--- config.mk ---
export PLATFORM = sky130hd
export DESIGN_NAME = ps2_host_tx_flat
export DESIGN_NICKNAME = d
export VERILOG_FILES = /design/src/rtl/ps2_host_tx_pkg.sv /design/src/rtl/ps2_host_tx_if.sv /design/src/rtl/ps2_line_sync.sv /design/src/rtl/ps2_host_tx.sv /design/src/flat_wrapper.sv
export SDC_FILE = /design/constraint.sdc
export NUM_CORES = 1
export LEC_CHECK = 0
export BUFFER_PORTS_ARGS = -buffer_cell sky130_fd_sc_hd__buf_4
export CAP_MARGIN = 40
export CORE_MARGIN = 4
export CORE_UTILIZATION = 40
export CTS_CLUSTER_DIAMETER = 150
export DETAILED_ROUTE_END_ITERATION = 8
export SETUP_SLACK_MARGIN = 0.4
export SYNTH_ARGS = -nofsm -noshare
export SYNTH_HDL_FRONTEND = slang
export SYNTH_SLANG_ARGS = --single-unit
--- constraint.sdc ---
create_clock -name clock -period 2.2 [get_ports clock]
set_input_delay 0.11 -clock clock [delete_from_list [all_inputs] [get_ports clock]]
set_output_delay 0.11 -clock clock [all_outputs]
set_load 0.05 [all_outputs]
--- src/rtl/ps2_host_tx_pkg.sv ---
`default_nettype none
// ============================================================================
//  Module   : ps2_host_tx_pkg
//  Purpose  : Shared types and constants for the PS/2 host transmit path:
//             FSM state encoding, completion status codes, and the common
//             keyboard command bytes.
//  Revision : 1.0  initial release
// ============================================================================
package ps2_host_tx_pkg;

  // Transmitter sequencing states
  typedef enum logic [2:0] {
    IDLE      = 3'd0,
    INHIBIT   = 3'd1,
    RTS       = 3'd2,
    SHIFT     = 3'd3,
    ACK       = 3'd4,
    WAIT_IDLE = 3'd5
  } state_e;

  // Frame completion codes reported alongside tx_done
  typedef enum logic [1:0] {
    ST_ACK     = 2'b00,
    ST_NACK    = 2'b01,
    ST_TIMEOUT = 2'b10
  } status_e;

  // Frequently sent command bytes and the device acknowledge byte
  localparam logic [7:0] CMD_SET_LEDS = 8'hED;
  localparam logic [7:0] CMD_ENABLE   = 8'hF4;
  localparam logic [7:0] CMD_RESET    = 8'hFF;
  localparam logic [7:0] RSP_ACK      = 8'hFA;

  // Frame slots after the start bit: 0-7 data, 8 parity, 9 stop
  localparam logic [3:0] STOP_IDX = 4'd9;

  // PS/2 uses odd parity over the eight data bits
  function automatic logic odd_parity(input logic [7:0] d);
    return ~^d;
  endfunction

endpackage
`default_nettype wire

--- src/rtl/ps2_host_tx_if.sv ---
`default_nettype none
// ============================================================================
//  Module   : ps2_host_tx_if
//  Purpose  : Request/completion handshake between a command source and the
//             PS/2 host transmitter.
//  Revision : 1.0  initial release
// ============================================================================
interface ps2_host_tx_if;
  import ps2_host_tx_pkg::*;

  logic [7:0] tx_data;
  logic       tx_valid;
  logic       tx_ready;
  logic       tx_done;
  status_e    tx_status;

  // Command source side
  modport master (
    output tx_data,
    output tx_valid,
    input  tx_ready,
    input  tx_done,
    input  tx_status
  );

  // Transmitter side
  modport slave (
    input  tx_data,
    input  tx_valid,
    output tx_ready,
    output tx_done,
    output tx_status
  );

endinterface
`default_nettype wire

--- src/rtl/ps2_line_sync.sv ---
`default_nettype none
// ============================================================================
//  Module   : ps2_line_sync
//  Purpose  : Brings the asynchronous PS/2 clock and data line levels into the
//             system clock domain and flags falling edges of the PS/2 clock.
//             Used by both the host transmitter and the keyboard receiver.
//  Revision : 1.0  initial release
// ============================================================================
module ps2_line_sync (
  input  wire  clock,
  input  wire  reset,
  input  wire  i_clk,
  input  wire  i_data,
  output logic o_clk,
  output logic o_data,
  output logic o_fall
);

  logic [1:0] r_clk_sync;
  logic [1:0] r_data_sync;
  logic       r_clk_prev;

  // Two-flop synchronisers plus one history flop for edge detection; idle
  // line level is high so reset loads ones to avoid a spurious fall.
  always_ff @(posedge clock) begin
    if (reset) begin
      r_clk_sync  <= 2'b11;
      r_data_sync <= 2'b11;
      r_clk_prev  <= 1'b1;
    end else begin
      r_clk_sync  <= {r_clk_sync[0], i_clk};
      r_data_sync <= {r_data_sync[0], i_data};
      r_clk_prev  <= r_clk_sync[1];
    end
  end

  assign o_clk  = r_clk_sync[1];
  assign o_data = r_data_sync[1];
  assign o_fall = r_clk_prev & ~r_clk_sync[1];

endmodule
`default_nettype wire

--- src/rtl/ps2_host_tx.sv ---
`default_nettype none
// ============================================================================
//  Module   : ps2_host_tx
//  Purpose  : PS/2 host-to-device byte transmitter. Inhibits the bus, issues
//             request-to-send, shifts out data/parity/stop on device clock
//             falls, checks the device acknowledge, and reports ACK, NACK or
//             timeout. Lines are driven open-drain through active-high
//             pull-low enables; the pad level is (oe ? 0 : Z).
//  Revision : 1.0  initial release
// ============================================================================
module ps2_host_tx
  import ps2_host_tx_pkg::*;
#(
  parameter int INHIBIT_CYCLES       = 10000,
  parameter int RTS_CYCLES           = 20,
  parameter int FRAME_TIMEOUT_CYCLES = 2000000
) (
  input  wire          clock,
  input  wire          reset,
  ps2_host_tx_if.slave bus,
  input  wire          i_ps2_clk,
  input  wire          i_ps2_data,
  output logic         o_ps2_clk_oe,
  output logic         o_ps2_data_oe,
  output logic         o_rx_suppress
);

  // One counter serves both the inhibit and request-to-send phases
  localparam int CNT_MAX = (INHIBIT_CYCLES > RTS_CYCLES) ? INHIBIT_CYCLES : RTS_CYCLES;
  localparam int CW      = $clog2(CNT_MAX + 1);
  localparam int WW      = $clog2(FRAME_TIMEOUT_CYCLES + 1);

  localparam logic [CW-1:0] C_INH_LAST = CW'(INHIBIT_CYCLES - 1);
  localparam logic [CW-1:0] C_RTS_LAST = CW'(RTS_CYCLES - 1);
  localparam logic [CW-1:0] C_CNT_MAX  = CW'(CNT_MAX);
  localparam logic [WW-1:0] C_WD_LAST  = WW'(FRAME_TIMEOUT_CYCLES - 1);
  localparam logic [WW-1:0] C_WD_MAX   = WW'(FRAME_TIMEOUT_CYCLES);

  state_e        r_state,    w_state_next;
  logic [CW-1:0] r_cnt,      w_cnt_next;
  logic [WW-1:0] r_wdog,     w_wdog_next;
  logic [3:0]    r_idx,      w_idx_next;
  logic [9:0]    r_frame,    w_frame_next;   // {stop, parity, data[7:0]}
  logic          r_nack,     w_nack_next;
  logic          r_clk_oe,   w_clk_oe_next;
  logic          r_data_oe,  w_data_oe_next;
  logic          r_done,     w_done_next;
  status_e       r_status,   w_status_next;

  logic          w_clk_s;
  logic          w_data_s;
  logic          w_fall;
  logic          w_watch;
  logic          w_timeout;

  ps2_line_sync u_sync (
    .clock  (clock),
    .reset  (reset),
    .i_clk  (i_ps2_clk),
    .i_data (i_ps2_data),
    .o_clk  (w_clk_s),
    .o_data (w_data_s),
    .o_fall (w_fall)
  );

  // The frame watchdog only runs once the device owns the clock
  assign w_watch   = (r_state == SHIFT) || (r_state == ACK) || (r_state == WAIT_IDLE);
  assign w_timeout = w_watch && (r_wdog >= C_WD_LAST);

  // State and output register; a synchronous reset releases both lines at once
  always_ff @(posedge clock) begin
    if (reset) begin
      r_state   <= IDLE;
      r_cnt     <= '0;
      r_wdog    <= '0;
      r_idx     <= '0;
      r_frame   <= '0;
      r_nack    <= 1'b0;
      r_clk_oe  <= 1'b0;
      r_data_oe <= 1'b0;
      r_done    <= 1'b0;
      r_status  <= ST_ACK;
    end else begin
      r_state   <= w_state_next;
      r_cnt     <= w_cnt_next;
      r_wdog    <= w_wdog_next;
      r_idx     <= w_idx_next;
      r_frame   <= w_frame_next;
      r_nack    <= w_nack_next;
      r_clk_oe  <= w_clk_oe_next;
      r_data_oe <= w_data_oe_next;
      r_done    <= w_done_next;
      r_status  <= w_status_next;
    end
  end

  // Next-state and next-output logic for the transmit sequence
  always_comb begin
    w_state_next   = r_state;
    w_cnt_next     = r_cnt;
    w_wdog_next    = r_wdog;
    w_idx_next     = r_idx;
    w_frame_next   = r_frame;
    w_nack_next    = r_nack;
    w_clk_oe_next  = r_clk_oe;
    w_data_oe_next = r_data_oe;
    w_done_next    = 1'b0;
    w_status_next  = r_status;

    if (w_watch) begin
      w_wdog_next = (r_wdog == C_WD_MAX) ? r_wdog : r_wdog + 1'b1;
    end

    case (r_state)
      IDLE: begin
        if (bus.tx_valid) begin
          w_frame_next  = {1'b1, odd_parity(bus.tx_data), bus.tx_data};
          w_cnt_next    = '0;
          w_clk_oe_next = 1'b1;
          w_state_next  = INHIBIT;
        end
      end

      INHIBIT: begin
        if (r_cnt >= C_INH_LAST) begin
          w_cnt_next     = '0;
          w_data_oe_next = 1'b1;           // start bit
          w_state_next   = RTS;
        end else begin
          w_cnt_next = (r_cnt == C_CNT_MAX) ? r_cnt : r_cnt + 1'b1;
        end
      end

      RTS: begin
        if (r_cnt >= C_RTS_LAST) begin
          w_clk_oe_next = 1'b0;            // hand the clock to the device
          w_idx_next    = '0;
          w_wdog_next   = '0;
          w_state_next  = SHIFT;
        end else begin
          w_cnt_next = (r_cnt == C_CNT_MAX) ? r_cnt : r_cnt + 1'b1;
        end
      end

      SHIFT: begin
        // Each device clock fall moves the line to the next frame slot
        if (w_fall) begin
          w_data_oe_next = ~r_frame[r_idx];
          if (r_idx == STOP_IDX) begin
            w_state_next = ACK;
          end else begin
            w_idx_next = r_idx + 1'b1;
          end
        end
      end

      ACK: begin
        // Device pulls data low during this clock pulse to acknowledge
        if (w_fall) begin
          w_nack_next  = w_data_s;
          w_state_next = WAIT_IDLE;
        end
      end

      WAIT_IDLE: begin
        if (w_clk_s && w_data_s) begin
          w_done_next   = 1'b1;
          w_status_next = r_nack ? ST_NACK : ST_ACK;
          w_state_next  = IDLE;
        end
      end

      default: begin
        w_clk_oe_next  = 1'b0;
        w_data_oe_next = 1'b0;
        w_state_next   = IDLE;
      end
    endcase

    // A stalled device overrides anything else happening this cycle
    if (w_timeout) begin
      w_clk_oe_next  = 1'b0;
      w_data_oe_next = 1'b0;
      w_done_next    = 1'b1;
      w_status_next  = ST_TIMEOUT;
      w_state_next   = IDLE;
    end
  end

  assign o_ps2_clk_oe  = r_clk_oe;
  assign o_ps2_data_oe = r_data_oe;
  assign o_rx_suppress = (r_state != IDLE);
  assign bus.tx_ready  = (r_state == IDLE);
  assign bus.tx_done   = r_done;
  assign bus.tx_status = r_status;

endmodule
`default_nettype wire
--- src/flat_wrapper.sv ---
// flat-port wrapper written by rule: the top's interface ports become plain ports
module ps2_host_tx_flat import ps2_host_tx_pkg::*;
#(
  parameter int INHIBIT_CYCLES       = 10000,
  parameter int RTS_CYCLES           = 20,
  parameter int FRAME_TIMEOUT_CYCLES = 2000000
)
  (clock, reset, i_ps2_clk, i_ps2_data, o_ps2_clk_oe, o_ps2_data_oe, o_rx_suppress, bus_tx_data, bus_tx_valid, bus_tx_ready, bus_tx_done, bus_tx_status);
  ps2_host_tx_if bus_i ();
  input  wire clock;
  input  wire reset;
  input  wire i_ps2_clk;
  input  wire i_ps2_data;
  output logic o_ps2_clk_oe;
  output logic o_ps2_data_oe;
  output logic o_rx_suppress;
  input wire logic [$bits(bus_i.tx_data)-1:0] bus_tx_data;
  input wire logic [$bits(bus_i.tx_valid)-1:0] bus_tx_valid;
  output wire logic [$bits(bus_i.tx_ready)-1:0] bus_tx_ready;
  output wire logic [$bits(bus_i.tx_done)-1:0] bus_tx_done;
  output wire logic [$bits(bus_i.tx_status)-1:0] bus_tx_status;
  assign bus_i.tx_data = bus_tx_data;
  assign bus_i.tx_valid = bus_tx_valid;
  assign bus_tx_ready = bus_i.tx_ready;
  assign bus_tx_done = bus_i.tx_done;
  assign bus_tx_status = bus_i.tx_status;
  ps2_host_tx #(.INHIBIT_CYCLES(INHIBIT_CYCLES), .RTS_CYCLES(RTS_CYCLES), .FRAME_TIMEOUT_CYCLES(FRAME_TIMEOUT_CYCLES)) u_core (.clock(clock), .reset(reset), .bus(bus_i), .i_ps2_clk(i_ps2_clk), .i_ps2_data(i_ps2_data), .o_ps2_clk_oe(o_ps2_clk_oe), .o_ps2_data_oe(o_ps2_data_oe), .o_rx_suppress(o_rx_suppress));
endmodule
; ---- Word level (Yosys, flattened, before mapping)
; Index checks and enable logic that the tools add are counted.
[classes]
add_sub_neg = 3
mul = 0
div = 0
order_cmp = 4
eq_ne = 17
shifts = 0
n_mux = 36
n_bitwise = 5
reduce_logical = 23
[op_table]
columns = operator, count
row1 = $mux W21, 4
row2 = $mux W14, 4
row3 = $pmux W14 S3, 1
row4 = $add A21 B1 Y21 const B, 1
row5 = $eq A21 B21 Y1 const B, 1
row6 = $ge A21 B21 Y1 const B, 1
row7 = $mux W3, 7
row8 = $pmux W3 S6, 1
row9 = $add A14 B1 Y14 const B, 1
row10 = $eq A14 B14 Y1 const B, 1
row11 = $ge A14 B14 Y1 const B, 1
row12 = $ge A14 B5 Y1 const B, 1
row13 = $ne A2 B2 Y1 const B, 7
row14 = $mux W4, 3
row15 = $mux W1, 9
row16 = $reduce_and A3 Y1, 3
row17 = $pmux W4 S2, 1
row18 = $reduce_and A2 Y1, 4
row19 = $reduce_or A4 Y1, 2
row20 = $reduce_xnor A8 Y1, 1
row21 = $reduce_and A7 Y1, 1
row22 = $eq A3 B2 Y1 const B, 2
row23 = $eq A3 B3 Y1 const B, 2
row24 = $mux W2, 3
row25 = other kinds (16), 26
[totals]
reg_bits = 63
latch_bits = 0
ramBits = 0
rom_bits = 0
input_bits = 13
out_inout_bits = 7
n_memories = 0

; ---- Longest topological paths before layout
[depth]
ltp_word = 6
mapped_depth = 8

; ---- Hierarchy
; Synthesis repeated with hierarchy kept, for this count alone.
[unflattened]
hier_cells = 404
hier_area_um2 = 3304.4
[by_module_without_submodules]
columns = mod, instances, cells_per_inst, area_each_um2, seq_area_each_um2
row1 = ps2_host_tx, 1, 393, 3166.8, 1161.1
row2 = ps2_line_sync, 1, 11, 137.6, 100.1

; ---- Worst setup path after synthesis
; Ideal clock, no wire load.
[synth_path]
path_kind = reg-to-reg
start = register u_core.r_state[2]
end = register u_core.r_frame[8]
setup_time_ns = 0.071
t_arrival_ns = 2.483
required_time_ns = 2.129
slack_ns = -0.354
path_stages_with_launch = 7
n_path_buf = 2
period_less_slack_ns = 2.554
cell_sequence = dfxtp_1 > clkbuf_1 > nor3_1 > and2_1 > clkbuf_1 > nand2_1 > a21oi_1
[synth_between]
elab_chain_cells = 2
[synth_rtl]
columns = element, line_no
row1 = start: declaration, ps2_host_tx.sv:39  ; state_e r_state, w_state_next;
row2 = start signal: assignment, ps2_host_tx.sv:84  ; r_state <= w_state_next;
row3 = $logic_not A3 Y1, --
row4 = net bus_tx_ready, flat_wrapper.sv:19  ; output wire logic [$bits(bus_i.tx_ready)-1:0] bus_tx_ready;
row5 = $reduce_and A2 Y1 (no line), --
row6 = end signal: assignment, ps2_host_tx.sv:88  ; r_frame <= w_frame_next;
row7 = end: declaration, ps2_host_tx.sv:43  ; logic [9:0] r_frame, w_frame_next;
; The timed path passes the listed nets, and every way through them passes these cells.
; A chain may end at the register's enable or synchronous reset.

; ---- Worst setup path in the final report
[layout_path]
start = register u_core.r_cnt[13]
end = register u_core.r_cnt[8]
[layout_between]
elab_chain_cells = 4
[layout_rtl]
columns = element, line_no
row1 = start: declaration, ps2_host_tx.sv:40  ; logic [CW-1:0] r_cnt, w_cnt_next;
row2 = start signal: assignment, ps2_host_tx.sv:85  ; r_cnt <= w_cnt_next;
row3 = branches (longest 4 deep; another with $ge A14 B14 Y1), --
; Several ways; the timed one is not identified. The select of a mux whose other input is x is not followed.

==> impl_metrics.toml <==
[synth]
synthTopCellsByCount = "63 x dfxtp_1, 61 x nor2_1, 34 x nand2_1"
ys_seq_area_frac = 0.399
synthTopCellsByArea = "dfxtp_1 40%, nor2_1 7.2%, xor2_1 6.6%, xnor2_1 4.2%, nand2_1 4.0%"
synthFlopType = "dfxtp_1"
async_reset_ff_frac = 0
syn_area_um2 = 3160
ys_warn_count = 0
synth_top_cell_area_share = 0.399
ys_ff_latch = 63
synth_cells = 373
synth_cell_type_count = 51
synth_nets = 392
yosysMostFrequentCell = "dfxtp_1"
avgSynthCellArea_um2 = 8.48
synth_top_area_cell = "dfxtp_1"
synth-edff-count = 0

[clocking]
clk_pin_slew_ns = 0.08
clk_path_buf_depth = 2
clk_latency_ns = 0.33
cts_tree = "done"
h-tree-depth = 3
clockRootBuffer = "clkbuf_8"
cts_buffers = 9
cts_sinks = 63

[placed_design]
globalplace.congestion = 0.867
dpl_worst_slack_ns = -0.0616
detailed_place_hpwl_um = 4800
placed_cell_area_um2 = 3570
portBuffers = 19

[detailed_routing]
wl_met1_um = 3390
wl_per_cell_um = 13.7
wl_um = 7560
antenna_left = 0
highest_layer = "met4"
drtIter0Drc = 139
dr.pass1.iters = 4
num_vias = 2848
met3WireLength_um = 269
avgViaCountPerCell = 5.16
wl_met2_um = 3750
drc = 0

[critical_path]
r2r_cells = 7
cp_slowest_cell = "or4_4"
r2r-end = "u_core.r_cnt[8]$_SDFFE_PP0P_"
critPathCaptureType = "flop"
crit_required_ns = 2.47
crit_buf_inv = 1
cp_cell_sequence = "or4_4, nor2_2, nor4b_4, buf_6, nor2_2, or4b_1, a21oi_1"
arrival_ns = 2.41
startpoint_type = "flop"
cpMostUsedCell = "nor2_2"
path_class = "flop to flop"
crit_family = "simple AND/OR/NAND/NOR gates"
rr_startpoint = "u_core.r_cnt[13]$_SDFFE_PP0P_"
worstPathMaxFanout = 4
r2r_slack_ns = 0.06
max_stage_delay_ns = 0.54

[finish]
fin_area_um2 = 4280
final_nets = 464
multiInputGateArea_um2 = 2040
diodes = 0
nFillCells = 688
regArea_um2 = 1270
syn_to_final_growth_pct = 35.2
final_util = 0.553
drive_gt1_frac = 0.320

[timing]
period_share = 0.974
tightestPinTransition_ns = 0.540
finalHoldViolCount = 0
rsz0062_at_grt = "yes"
setup_ws_ns = 0.0563
setup_viol_count_final = 0
slew_violations = 0
fmax_mhz = 466
slew_headroom = 0.639
clock_skew_ns = 0.0103
period_minus_slack_ns = 2.14
fin_setup_tns_ns = 0

[pwr]
cellLeakagePower_uw = 0.00164
ir_drop_mv = 0.657
p_per_area_nw_per_um2 = 807

[global_routing]
grtUsageTotal = 0.160
grt_remaining_overflow = 0
grt_max_degree = 25
first_global_vias = 2745
grt_pass1_wl_um = 12600
antenna_found_initial = 0

[run]
cap_violations = 0

[hold_path]
worstHoldEndpoint = "u_core.r_frame[2]$_SDFFE_PP0P_"
hold_depth = 3
hp-class = "input port to flop"
hp-start = "bus_tx_data[2]"

[floorplanning]
ios = 20
core_um2 = 7730
die-area_um2 = 9400
start_util = 0.409
num_rows = 32
fp.dieW_um = 96.9
die_h_um = 96.9

[status]
status = "completed"
## state kept, by name, summed over array words and instances, names as in the netlist
name                       cells
u_core.r_cnt                  14
u_core.r_state                 3
u_core.o_ps2_clk_oe            1
u_core.u_sync.r_clk_sync       2
u_core.r_idx                   4
u_core.r_frame                10
u_core.u_sync.r_clk_prev       1
u_core.r_nack                  1
u_core.bus.tx_status           2
u_core.o_ps2_data_oe           1
u_core.r_wdog                 21
u_core.u_sync.r_data_sync      2
u_core.bus.tx_done             1
## worst max path at each step
| stage | start | to | slack, ns | cells after the start |
|---|---|---|---|---|
| 2_1_floorplan | u_core.r_cnt[13]$_SDFFE_PP0P_ | u_core.r_cnt[11]$_SDFFE_PP0P_ | 0.04 | 6 |
| 3_3_place_gp | u_core.r_cnt[1]$_SDFFE_PP0P_ | u_core.r_cnt[3]$_SDFFE_PP0P_ | -0.07 | 6 |
| 3_5_place_dp | u_core.r_cnt[6]$_SDFFE_PP0P_ | u_core.r_cnt[9]$_SDFFE_PP0P_ | -0.06 | 6 |
| 4_1_cts | u_core.r_cnt[8]$_SDFFE_PP0P_ | u_core.r_cnt[9]$_SDFFE_PP0P_ | 0.11 | 8 |
| 5_1_grt | u_core.r_cnt[13]$_SDFFE_PP0P_ | u_core.r_cnt[8]$_SDFFE_PP0P_ | 0.02 | 7 |
| 6_report | u_core.r_cnt[13]$_SDFFE_PP0P_ | u_core.r_cnt[8]$_SDFFE_PP0P_ | 0.06 | 7 |
## cell usage in the layout (no fill, tap or decap), drive strengths merged, types with 4 or more instances in the layout
master  netlist  layout
buf           1      71
nor2         63      63
dfxtp        63      63
nand2        34      34
xor2         24      24
a21oi        21      21
xnor2        15      15
inv          13      13
nand3        11      11
and3         11      11
mux2i         9       9
clkbuf       11       9
o21ai         9       9
o211ai        8       8
nor3          8       8
or2           7       7
nand4         6       6
ha            6       6
and2          5       5
and4          4       4
clkinv        0       4
## worst min-delay path, stage by stage
cell and delay (ns):
buf_4 0.12, nand2_1 0.05, a21oi_1 0.05
## through the flow
stage	hold slack, ns	std cells	total power, µW
after floorplan	0.214	373	2020
after global placement	0.295	503	2300
after detailed placement	0.296	504	2330
after CTS	0.0117	543	3420
after global routing	0.0154	552	3650
final	0.0286	552	3450
## power by group
part           internal (µW)  leakage (µW)  switching [µW]  total [µW]
combinational            556       0.00105             743        1300
clock                    407     0.0000812             466         873
sequential              1220      0.000515            52.8        1280
total                   2190       0.00164            1260        3450
## per-layer routing
metal	global-route usage	vias up
met3	0.0404	17
met2	0.269	54
met1	0.196	1336
met4	0.0626	0
met5	0	-
li1	-	1441
## layout make-up
cell class,count,share of cell area
inverter,13,0.0114
multi-input combinational,285,0.477
tap,102,0.0298
clock inverter,7,0.0117
sequential,63,0.298
timing repair buffer,73,0.143
clock buffer,9,0.0290
## repair_timing
action                                 CTS  global route
pin swaps                               29            22
hold buffers                             2             0
buffers inserted                        21             9
endpoints found under the hold margin    2             0
setup endpoints to repair               45            45
gates resized for setup                 51            14
## cell families after synthesis
logic type | Yosys count | share of synthesized area
buffers and inverters | 25 | 0.0301
muxes | 11 | 0.0427
DFF | 63 | 0.399
and+or+nand+nor | 174 | 0.281
adders and majority gates | 6 | 0.0237
xor gates and xnor gates | 39 | 0.108
AOI/OAI and AO/OA | 55 | 0.116
(Power assumes the default switching activity.)
